**config.mk**
```make
export PLATFORM = sky130hd
export DESIGN_NAME = fib_bcd_display_flat
export DESIGN_NICKNAME = d
export VERILOG_FILES = /design/src/rtl/fib_disp_pkg.sv /design/src/rtl/fib_bcd_display_if.sv /design/src/rtl/seg7_enc.sv /design/src/rtl/fib_bcd_display.sv /design/src/flat_wrapper.sv
export SDC_FILE = /design/constraint.sdc
export NUM_CORES = 1
export LEC_CHECK = 0
export BUFFER_PORTS_ARGS = -buffer_cell sky130_fd_sc_hd__buf_2
export CORE_ASPECT_RATIO = 2
export CORE_MARGIN = 4
export CORE_UTILIZATION = 45
export CTS_CLUSTER_SIZE = 28
export DETAILED_ROUTE_END_ITERATION = 12
export GPL_TIMING_DRIVEN = 0
export PLACE_DENSITY = 0.63
export SLEW_MARGIN = 20
export SYNTH_ARGS = -nofsm -noshare
export SYNTH_HDL_FRONTEND = slang
export SYNTH_SLANG_ARGS = --single-unit
export TNS_END_PERCENT = 5
```
**constraint.sdc**
```tcl
create_clock -name clk -period 5.8 [get_ports clk]
set_clock_uncertainty 0.2 [all_clocks]
set_input_delay 0.29 -clock clk [delete_from_list [all_inputs] [get_ports clk]]
set_output_delay 0.29 -clock clk [all_outputs]
set_load 0.02 [all_outputs]
```
**src/rtl/fib_disp_pkg.sv**
```systemverilog
// fib_disp_pkg: shared FSM encoding, 7-segment codes and range helper for fib_bcd_display
package fib_disp_pkg;

    typedef enum logic [1:0] {ST_IDLE, ST_ADD, ST_CONV, ST_DONE} state_e;

    // Active-low segment codes, bit order {a,b,c,d,e,f,g}
    localparam logic [6:0] SEG_0     = 7'b0000001;
    localparam logic [6:0] SEG_1     = 7'b1001111;
    localparam logic [6:0] SEG_2     = 7'b0010010;
    localparam logic [6:0] SEG_3     = 7'b0000110;
    localparam logic [6:0] SEG_4     = 7'b1001100;
    localparam logic [6:0] SEG_5     = 7'b0100100;
    localparam logic [6:0] SEG_6     = 7'b0100000;
    localparam logic [6:0] SEG_7     = 7'b0001111;
    localparam logic [6:0] SEG_8     = 7'b0000000;
    localparam logic [6:0] SEG_9     = 7'b0000100;
    localparam logic [6:0] SEG_BLANK = 7'b1111111;
    localparam logic [6:0] SEG_DASH  = 7'b1111110;

    // Largest value displayable on the given number of decimal digits
    function automatic int limit_of(input int digits);
        int r;
        r = 1;
        for (int i = 0; i < digits; i++) r = r * 10;
        return r - 1;
    endfunction

endpackage

```
**src/rtl/fib_bcd_display_if.sv**
```systemverilog
// fib_bcd_display_if: step handshake, term outputs and display pins of fib_bcd_display
//   step  : request next term (master -> slave)
//   ready : slave idle, step will be honoured
//   valid : one-cycle pulse when num/bcd update
//   wrap  : one-cycle pulse with valid when the sequence restarted
//   num   : current term, binary
//   bcd   : current term, BCD, digit 0 in [3:0]
//   seg   : active-low segments {a..g}
//   an    : active-low one-hot anode select
interface fib_bcd_display_if #(
    parameter int WIDTH  = 14,
    parameter int DIGITS = 4
);
    logic                  step;
    logic                  ready;
    logic                  valid;
    logic                  wrap;
    logic [WIDTH-1:0]      num;
    logic [4*DIGITS-1:0]   bcd;
    logic [6:0]            seg;
    logic [DIGITS-1:0]     an;

    modport master (output step, input ready, valid, wrap, num, bcd, seg, an);
    modport slave  (input step, output ready, valid, wrap, num, bcd, seg, an);
endinterface

```
**src/rtl/seg7_enc.sv**
```systemverilog
// seg7_enc: BCD nibble to active-low 7-segment code, nibbles above 9 show a dash
//   d : nibble in
//   s : segment code {a..g}, active-low
module seg7_enc
    import fib_disp_pkg::*;
(
    input  logic [3:0] d,
    output logic [6:0] s
);
    always_comb begin
        case (d)
            4'd0:    s = SEG_0;
            4'd1:    s = SEG_1;
            4'd2:    s = SEG_2;
            4'd3:    s = SEG_3;
            4'd4:    s = SEG_4;
            4'd5:    s = SEG_5;
            4'd6:    s = SEG_6;
            4'd7:    s = SEG_7;
            4'd8:    s = SEG_8;
            4'd9:    s = SEG_9;
            default: s = SEG_DASH;
        endcase
    end
endmodule

```
**src/rtl/fib_bcd_display.sv**
```systemverilog
// fib_bcd_display: Fibonacci term generator with double-dabble BCD conversion and scanned 7-segment driver
//   clk   : rising-edge clock
//   reset : asynchronous active-low reset
//   bus   : slave side of fib_bcd_display_if (step/ready/valid/wrap/num/bcd/seg/an)
module fib_bcd_display
    import fib_disp_pkg::*;
#(
    parameter int WIDTH    = 14,
    parameter int DIGITS   = 4,
    parameter int SCAN_DIV = 1000,
    parameter int BLANK_LZ = 1
)(
    input  logic clk,
    input  logic reset,
    fib_bcd_display_if.slave bus
);
    localparam int BW = 4 * DIGITS;
    localparam int CW = $clog2(WIDTH + 1);
    localparam int SW = SCAN_DIV > 1 ? $clog2(SCAN_DIV) : 1;
    localparam int IW = DIGITS > 1 ? $clog2(DIGITS) : 1;
    localparam logic [WIDTH-1:0] LIM = WIDTH'(limit_of(DIGITS));

    localparam logic [1:0] IDLE = ST_IDLE;
    localparam logic [1:0] ADD  = ST_ADD;
    localparam logic [1:0] CONV = ST_CONV;
    localparam logic [1:0] DONE = ST_DONE;

    logic [1:0]          state;
    logic [WIDTH-1:0]    a, b, num;
    logic [WIDTH:0]      sum;
    logic                flag, valid, wrap;
    logic [CW-1:0]       cnt;
    logic [BW+WIDTH-1:0] sr;
    logic [BW-1:0]       bcd, shifted;
    logic [SW-1:0]       div;
    logic [IW-1:0]       idx;
    logic [DIGITS-1:0]   an;
    logic [6:0]          seg, code;
    logic                blank;

    // Double-dabble correction: any nibble >= 5 gets +3 so the following shift carries into the next digit
    function automatic logic [BW-1:0] dd_adj(input logic [BW-1:0] v);
        logic [BW-1:0] r;
        r = v;
        for (int i = 0; i < DIGITS; i++)
            r[4*i +: 4] = v[4*i +: 4] >= 4'd5 ? v[4*i +: 4] + 4'd3 : v[4*i +: 4];
        return r;
    endfunction

    assign sum = {1'b0, a} + {1'b0, b};

    always_ff @(posedge clk or negedge reset) begin
        if (!reset) begin
            state <= IDLE;
            a     <= WIDTH'(1);
            b     <= WIDTH'(1);
            flag  <= 1'b0;
            cnt   <= '0;
            sr    <= '0;
            num   <= WIDTH'(1);
            bcd   <= BW'(1);
            valid <= 1'b0;
            wrap  <= 1'b0;
        end else begin
            valid <= state == DONE;
            wrap  <= state == DONE && flag;
            case (state)
                IDLE: if (bus.step) state <= ADD;
                ADD: begin
                    if (b > LIM) begin
                        a    <= WIDTH'(1);
                        b    <= WIDTH'(1);
                        flag <= 1'b1;
                        sr   <= {BW'(0), WIDTH'(1)};
                    end else begin
                        a  <= b;
                        b  <= sum[WIDTH] ? '1 : sum[WIDTH-1:0];
                        sr <= {BW'(0), b};
                    end
                    cnt   <= '0;
                    state <= CONV;
                end
                CONV: begin
                    sr  <= {dd_adj(sr[BW+WIDTH-1:WIDTH]), sr[WIDTH-1:0]} << 1;
                    cnt <= cnt + 1'b1;
                    if (cnt == CW'(WIDTH - 1)) state <= DONE;
                end
                DONE: begin
                    num   <= a;
                    bcd   <= sr[BW+WIDTH-1:WIDTH];
                    flag  <= 1'b0;
                    state <= IDLE;
                end
                default: state <= IDLE;
            endcase
        end
    end

    // Shifting the BCD word down by the scan index puts the scanned digit in [3:0];
    // the digit is a leading zero exactly when that whole remainder is zero.
    assign shifted = bcd >> {idx, 2'b00};
    assign blank   = BLANK_LZ != 0 && idx != '0 && shifted == '0;

    seg7_enc u_enc (.d(shifted[3:0]), .s(code));

    always_ff @(posedge clk or negedge reset) begin
        if (!reset) begin
            div <= '0;
            idx <= '0;
            an  <= ~DIGITS'(1);
            seg <= SEG_1;
        end else begin
            if (div == SW'(SCAN_DIV - 1)) begin
                div <= '0;
                idx <= idx == IW'(DIGITS - 1) ? '0 : idx + 1'b1;
            end else begin
                div <= div + 1'b1;
            end
            an  <= ~(DIGITS'(1) << idx);
            seg <= blank ? SEG_BLANK : code;
        end
    end

    assign bus.ready = state == IDLE;
    assign bus.valid = valid;
    assign bus.wrap  = wrap;
    assign bus.num   = num;
    assign bus.bcd   = bcd;
    assign bus.seg   = seg;
    assign bus.an    = an;

endmodule

```
**src/flat_wrapper.sv**
```systemverilog
// flat-port wrapper written by rule: the top's interface ports become plain ports
module fib_bcd_display_flat import fib_disp_pkg::*;
#(
    parameter int WIDTH    = 14,
    parameter int DIGITS   = 4,
    parameter int SCAN_DIV = 1000,
    parameter int BLANK_LZ = 1
)
  (clk, reset, bus_step, bus_ready, bus_valid, bus_wrap, bus_num, bus_bcd, bus_seg, bus_an);
  fib_bcd_display_if #(.WIDTH(WIDTH), .DIGITS(DIGITS)) bus_i ();
  input  logic clk;
  input  logic reset;
  input wire logic [$bits(bus_i.step)-1:0] bus_step;
  output wire logic [$bits(bus_i.ready)-1:0] bus_ready;
  output wire logic [$bits(bus_i.valid)-1:0] bus_valid;
  output wire logic [$bits(bus_i.wrap)-1:0] bus_wrap;
  output wire logic [$bits(bus_i.num)-1:0] bus_num;
  output wire logic [$bits(bus_i.bcd)-1:0] bus_bcd;
  output wire logic [$bits(bus_i.seg)-1:0] bus_seg;
  output wire logic [$bits(bus_i.an)-1:0] bus_an;
  assign bus_i.step = bus_step;
  assign bus_ready = bus_i.ready;
  assign bus_valid = bus_i.valid;
  assign bus_wrap = bus_i.wrap;
  assign bus_num = bus_i.num;
  assign bus_bcd = bus_i.bcd;
  assign bus_seg = bus_i.seg;
  assign bus_an = bus_i.an;
  fib_bcd_display #(.WIDTH(WIDTH), .DIGITS(DIGITS), .SCAN_DIV(SCAN_DIV), .BLANK_LZ(BLANK_LZ)) u_core (.clk(clk), .reset(reset), .bus(bus_i));
endmodule
```
== Yosys cells after proc, flatten, opt, wreduce, memory -nomap -nowiden ==
Memory sizes are Yosys's and may differ from the RTL's.
Cells that the tools add are included.
W data, S select, Z words.
Word-level totals
  register bits after elaboration: 120
  bits in read-only memories: 112
  input port bits: 3
  output and inout bits: 44
  word-level logic and storage cells: 67
  memories: 1
Cells by class
  $add $sub $neg: 8
  magnitude comparators: 5
  equality and inequality tests: 9
  shift-type cells: 2
  mux-type cells: 18
  bitwise gates (word level): 1
  reductions and logical operators: 9
Memory list
  (no name shown): depth 16, bits a word 7, rd ports 1, clocked after Yosys merged registers in 0, wr ports 0, RTL line seg7_enc.sv:11  | case (d)
Operators by type and width (count)
  $pmux W30 S2: 1
  $mux W14: 4
  $ge A4 B3 Y1 const B: 4
  $logic_not A16 Y1: 1
  $shr A16 B4 Y16: 1
  $add A14 B14 Y15: 1
  $gt A14 B14 Y1 const B: 1
  $add A4 B2 Y4 const B: 3
  $mux W4: 3
  $add A10 B1 Y10 const B: 1
  $eq A10 B10 Y1 const B: 1
  $mux W10: 1
  $pmux W2 S4: 1
  $pmux W4 S2: 1
  $mux W7: 1
  $eq A2 B2 Y1 const B: 3
  $mux W2: 3
  $reduce_bool A2 Y1: 3
  $add A4 B1 Y4 const B: 1
  $eq A4 B4 Y1 const B: 1
  $ne A2 B1 Y1 const B: 2
  $not A4 Y4: 1
  $reduce_and A2 Y1: 2
  $shl A1 B2 Y4 const A: 1
  9 further kinds: 10

== Logic depth before layout (Yosys ltp) ==
  depth in word-level cells: 4
  gate-level depth with buffers: 9
  mapped depth without buffers: 8

== Hierarchy ==
From an unflattened synthesis, not the netlist that was laid out.
Second synthesis, totals
  cells, all modules: 595
  area, all modules: 6192.2 um^2
Modules (own cells, without submodules)
  fib_bcd_display: instances 1, cells each 567, area each 6007.0 um^2, seq. area each 3017.9 um^2
  seg7_enc: instances 1, cells each 28, area each 185.2 um^2, seq. area each 0.0 um^2

== Least setup slack after synthesis ==
Ideal clock, no wire load.
  path kind: register to register
  start: reg u_core.idx[0]
  end: reg u_core.seg[1], in the netlist u_core.bus.seg[1]
  setup time: 0.079 ns
  arrival time: 2.419 ns
  data required time: 5.521 ns
  path slack: 3.102 ns
  stages on the path, launching flop included: 9
  path buffers: 1
  period minus slack after synthesis: 2.698 ns
  path through: dfrtp_1 buf_2 mux4_2 inv_1 ha_1 or4b_2 a211oi_1 a21oi_2 o21ai_0
On the way
  cells in the longest elaborated chain, start to end: 4
  elaborated cells on any way between the ends: 6
  classes of those cells: shift (1); mux (1); reduce/logical (3); memory (1)
Ends and longest elaborated chain
  from (decl): RTL line fib_bcd_display.sv:36  | logic [IW-1:0] idx;
  from (signal assigned): RTL line fib_bcd_display.sv:115  | idx <= idx == IW'(DIGITS - 1) ? '0 : idx + 1'b1;
  branches (longest 3 deep; another with $mem_v2 Z16 W7)
  $mux W7 *: RTL line fib_bcd_display.sv:120  | seg <= blank ? SEG_BLANK : code;
  to (signal assigned): RTL line fib_bcd_display.sv:120
  to (decl): RTL line fib_bcd_display.sv:38  | logic [6:0] seg, code;
Every way passes the cells marked *.
A chain may end at the register's enable or synchronous reset.

== Final worst setup path ==
  start: reg u_core.idx[0]
  end: reg u_core.seg[3], in the netlist u_core.bus.seg[3]
Same word-level chain as after synthesis.

==> flow_summary_export.csv <==
group,metric,value,unit
worst_setup_path,critPathTopFamily,"compound AO/OA/AOI/OAI gates",
synthesis,synth.most_common_cell,"dfrtp_1",
global_routing,track_usage,0.190,
synthesis,ys_seq_elements,120,
worst_setup_path,cp_data_arrival_time,3.16,ns
placed_design,dpl_cell_area,0.00657,sq mm
synthesis,synth_common_cells,"108 x dfrtp_1, 58 x inv_1, 47 x o21ai_0",
layout,num-nets-final,707,
die,rows,60,
drt,post_drt_wl_per_cell,16.9,um
layout,final_cells,833,
clock_network,post-cts-setup-buffer-count,0,
global_routing,grt_pass1_vias,4961,
die,start_util,0.458,
min_path,hold_end,"u_core.state[1]",
timing,finalWorstSetupSlack,2.77,ns
placed_design,dp_hpwl,10.6,mm
synthesis,synth_warnings,0,
pwr,p_total,3.86,mW
synthesis,synth_ff_type,"dfrtp_1",
global_routing,grt_max_degree,70,
min_path,hp-start,"bus_step",
timing,rsz0062_at_grt,"false",
drt,postRouteWirelength,14.1,mm
timing,finalSetupTns,0,ns
drt,vias,4747,
layout,drive_gt1_frac,0.195,
worst_setup_path,path_class,"flip-flop to flip-flop",
placed_design,place.port_buffers,46,
layout,syn2layout_area_growth,17.4,%
clock_network,clk-insertion-delay-late,0.41,ns
worst_setup_path,reg2reg_from,"u_core.idx[0]",
synthesis,synth_cell_types,51,
drt,dr.first_iter.drc_count,162,
clock_network,cts_resized,0,
synthesis,synth_top_area_share,0.442,
worst_setup_path,cp_slowest_cell,"or4b_2",
timing,fin_crit,3.03,ns
placed_design,place.gp.congestion,0.873,
synthesis,synth_nets,640,
synthesis,netlist_area,0.00611,sq mm
global_routing,grt_pass1_wl,23.7,mm
clock_network,cts.clk_slew.worst_paths,0.05,ns
timing,fin_crit_sh,0.522,
die,core,0.0134,sq mm
pwr,ir_drop,0.319,mV
worst_setup_path,crit_fanout,5,
synthesis,postSynthCellCount,599,
placed_design,dp_cells,801,
timing,finalHoldViolCount,0,
timing,timing.hold.ws,0.147,ns
synthesis,synth_area_leaders,"dfrtp_1 44%, ha_1 7.6%, mux2_2 5.9%, dfstp_2 5.2%, o21ai_0 3.8%",
synthesis,yosysTopAreaCell,"dfrtp_1",
global_routing,antenna_found_initial,0,
layout,final_core_util,0.537,
worst_setup_path,slowest_delay,0.60,ns
clock_network,clockRootBuffer,"clkbuf_16",
drt,firstDrtPassIters,5,
global_routing,grt-ovfl-total,0,
status,status,"complete, no violations",
timing,tightest_slew,0.749,ns
synthesis,synth.avg_cell_area,10.2,sq um
die,die-area,0.0156,sq mm
worst_setup_path,cp-end-kind,"flip-flop",
layout,stdcell_area,0.00718,sq mm
pwr,p_leak,3.33,nW
timing,maxSlewHeadroom,0.501,
clock_network,clock_sinks,120,
worst_setup_path,rr_endpoint,"u_core.bus.seg[3]",
worst_setup_path,crit_buf_inv,2,
die,ios,47,
drt,drc_errors,0,
min_path,hold_class,"primary input to flip-flop",
placed_design,pre_cts_slack,2.79,ns
drt,final_antenna_net_count,0,
worst_setup_path,path_cells,"buf_2 -> mux4_2 -> inv_1 -> ha_1 -> or4b_2 -> a211oi_1 -> a21oi_2 -> o21ai_0",
min_path,holdPathStages,4,
worst_setup_path,regToRegSetupSlack,2.77,ns
clock_network,htree_levels,4,
clock_network,holdBufCountCts,1,
timing,slew_viol_final,0,
worst_setup_path,cp.required,5.93,ns
timing,setup-violations-final,0,
worst_setup_path,cp-start-kind,"flip-flop",
die,die_w,90.4,um
clock_network,clock_path_buffers,2,
drt,avgViaCountPerCell,5.70,
layout,n_antenna_cell,0,
synthesis,synth-edff-count,0,
timing,clock.fmax,0.330,GHz
worst_setup_path,rr_worst_depth,8,
clock_network,cts_buffers,17,
die,die_h,173,um
synthesis,seq_area_frac_synth,0.494,
pwr,p_per_area,538,mW/mm^2
flow_run,maxCapViolations,0,
synthesis,async_flop_share,1.00,
clock_network,cts_tree,"built",
-- where the power goes --
group          internal [mW]  switching [mW]
logic                  0.592           0.972
registers               1.08           0.163
clock network          0.701           0.363
total                   2.37            1.50
-- layout make-up --
type | count | area [sq um]
plain buffers | 27 | 111
clock buffers | 21 | 470
clock inverters | 10 | 125
fillers | 1193 | 6180
inverters | 58 | 218
multi-input cells | 394 | 2770
flip-flops and latches | 120 | 3020
well taps | 155 | 194
repair buffers | 48 | 274
-- worst register-to-register path, stage by stage (launching register included) --
cell,delay (ns)
dfrtp_1,0.38
buf_2,0.21
mux4_2,0.58
inv_1,0.11
ha_1,0.24
or4b_2,0.60
a211oi_1,0.41
a21oi_2,0.11
o21ai_0,0.11
-- layer usage --
layer,global-route usage,vias up,share of wire
met4,0.105,0,0.044
met5,0,-,0
met3,0.0422,51,0.042
met1,0.190,2301,0.35
met2,0.356,169,0.56
li1,-,2226,-
-- layout by cell type (no fill, tap or decap), types with 3 or more instances in the layout --
master     Yosys  final
dfrtp_1      108    108
inv_1         58     58
buf_2          2     47
o21ai_0       47     47
nor2_1        39     39
a21oi_1       38     38
ha_1          37     37
mux2_2        32     32
nand2_1       31     31
nand3_1       28     28
clkbuf_1      20     21
o22ai_1       19     19
clkbuf_16      0     17
xnor2_1       12     12
dfstp_2       12     12
o21a_1        10     10
nor3_1        10     10
xor2_1         9      9
o311ai_0       8      8
clkinv_2       0      7
nand2b_1       6      6
nor2b_1        6      6
and3_1         6      6
nor4_1         5      5
a21o_1         5      5
a31oi_1        5      5
mux4_2         4      4
mux2i_1        4      4
nand3b_1       4      4
buf_1          4      4
a211oi_1       3      3
or3_1          3      3
bufinv_16      0      3
clkbuf_8       0      3
-- how the worst max path moves through the flow --
| stage | startpoint | to | cells after the start |
|---|---|---|---|
| after global routing | u_core.idx[0] | u_core.bus.seg[6] | 8 |
| after detailed placement | u_core.idx[0] | u_core.bus.seg[3] | 8 |
| after global placement | reset | u_core.b[3] | 1 |
| after CTS | u_core.idx[0] | u_core.bus.seg[3] | 8 |
| after floorplan | u_core.idx[0] | u_core.bus.seg[1] | 8 |
| final | u_core.idx[0] | u_core.bus.seg[3] | 8 |
-- flip-flops by register name (all words and copies together), names as in the netlist --
signal	count
u_core.sr	30
u_core.bus.an	4
u_core.bus.num	14
u_core.bus.bcd	16
u_core.idx	2
u_core.state	2
u_core.bus.wrap	1
u_core.div	10
u_core.bus.valid	1
u_core.b	14
u_core.a	14
u_core.flag	1
u_core.bus.seg	7
u_core.cnt	4
-- logic make-up after synthesis --
group                    Yosys count  synth area share
buffers and inverters             85            0.0538
adder cells (fa/ha/maj)           38            0.0790
flip-flops                       120             0.494
multiplexers                      40            0.0802
XOR/XNOR                          21            0.0301
AO/OA/AOI/OAI                    148             0.147
AND/OR/NAND/NOR                  147             0.117
(Power assumes the default switching activity.)
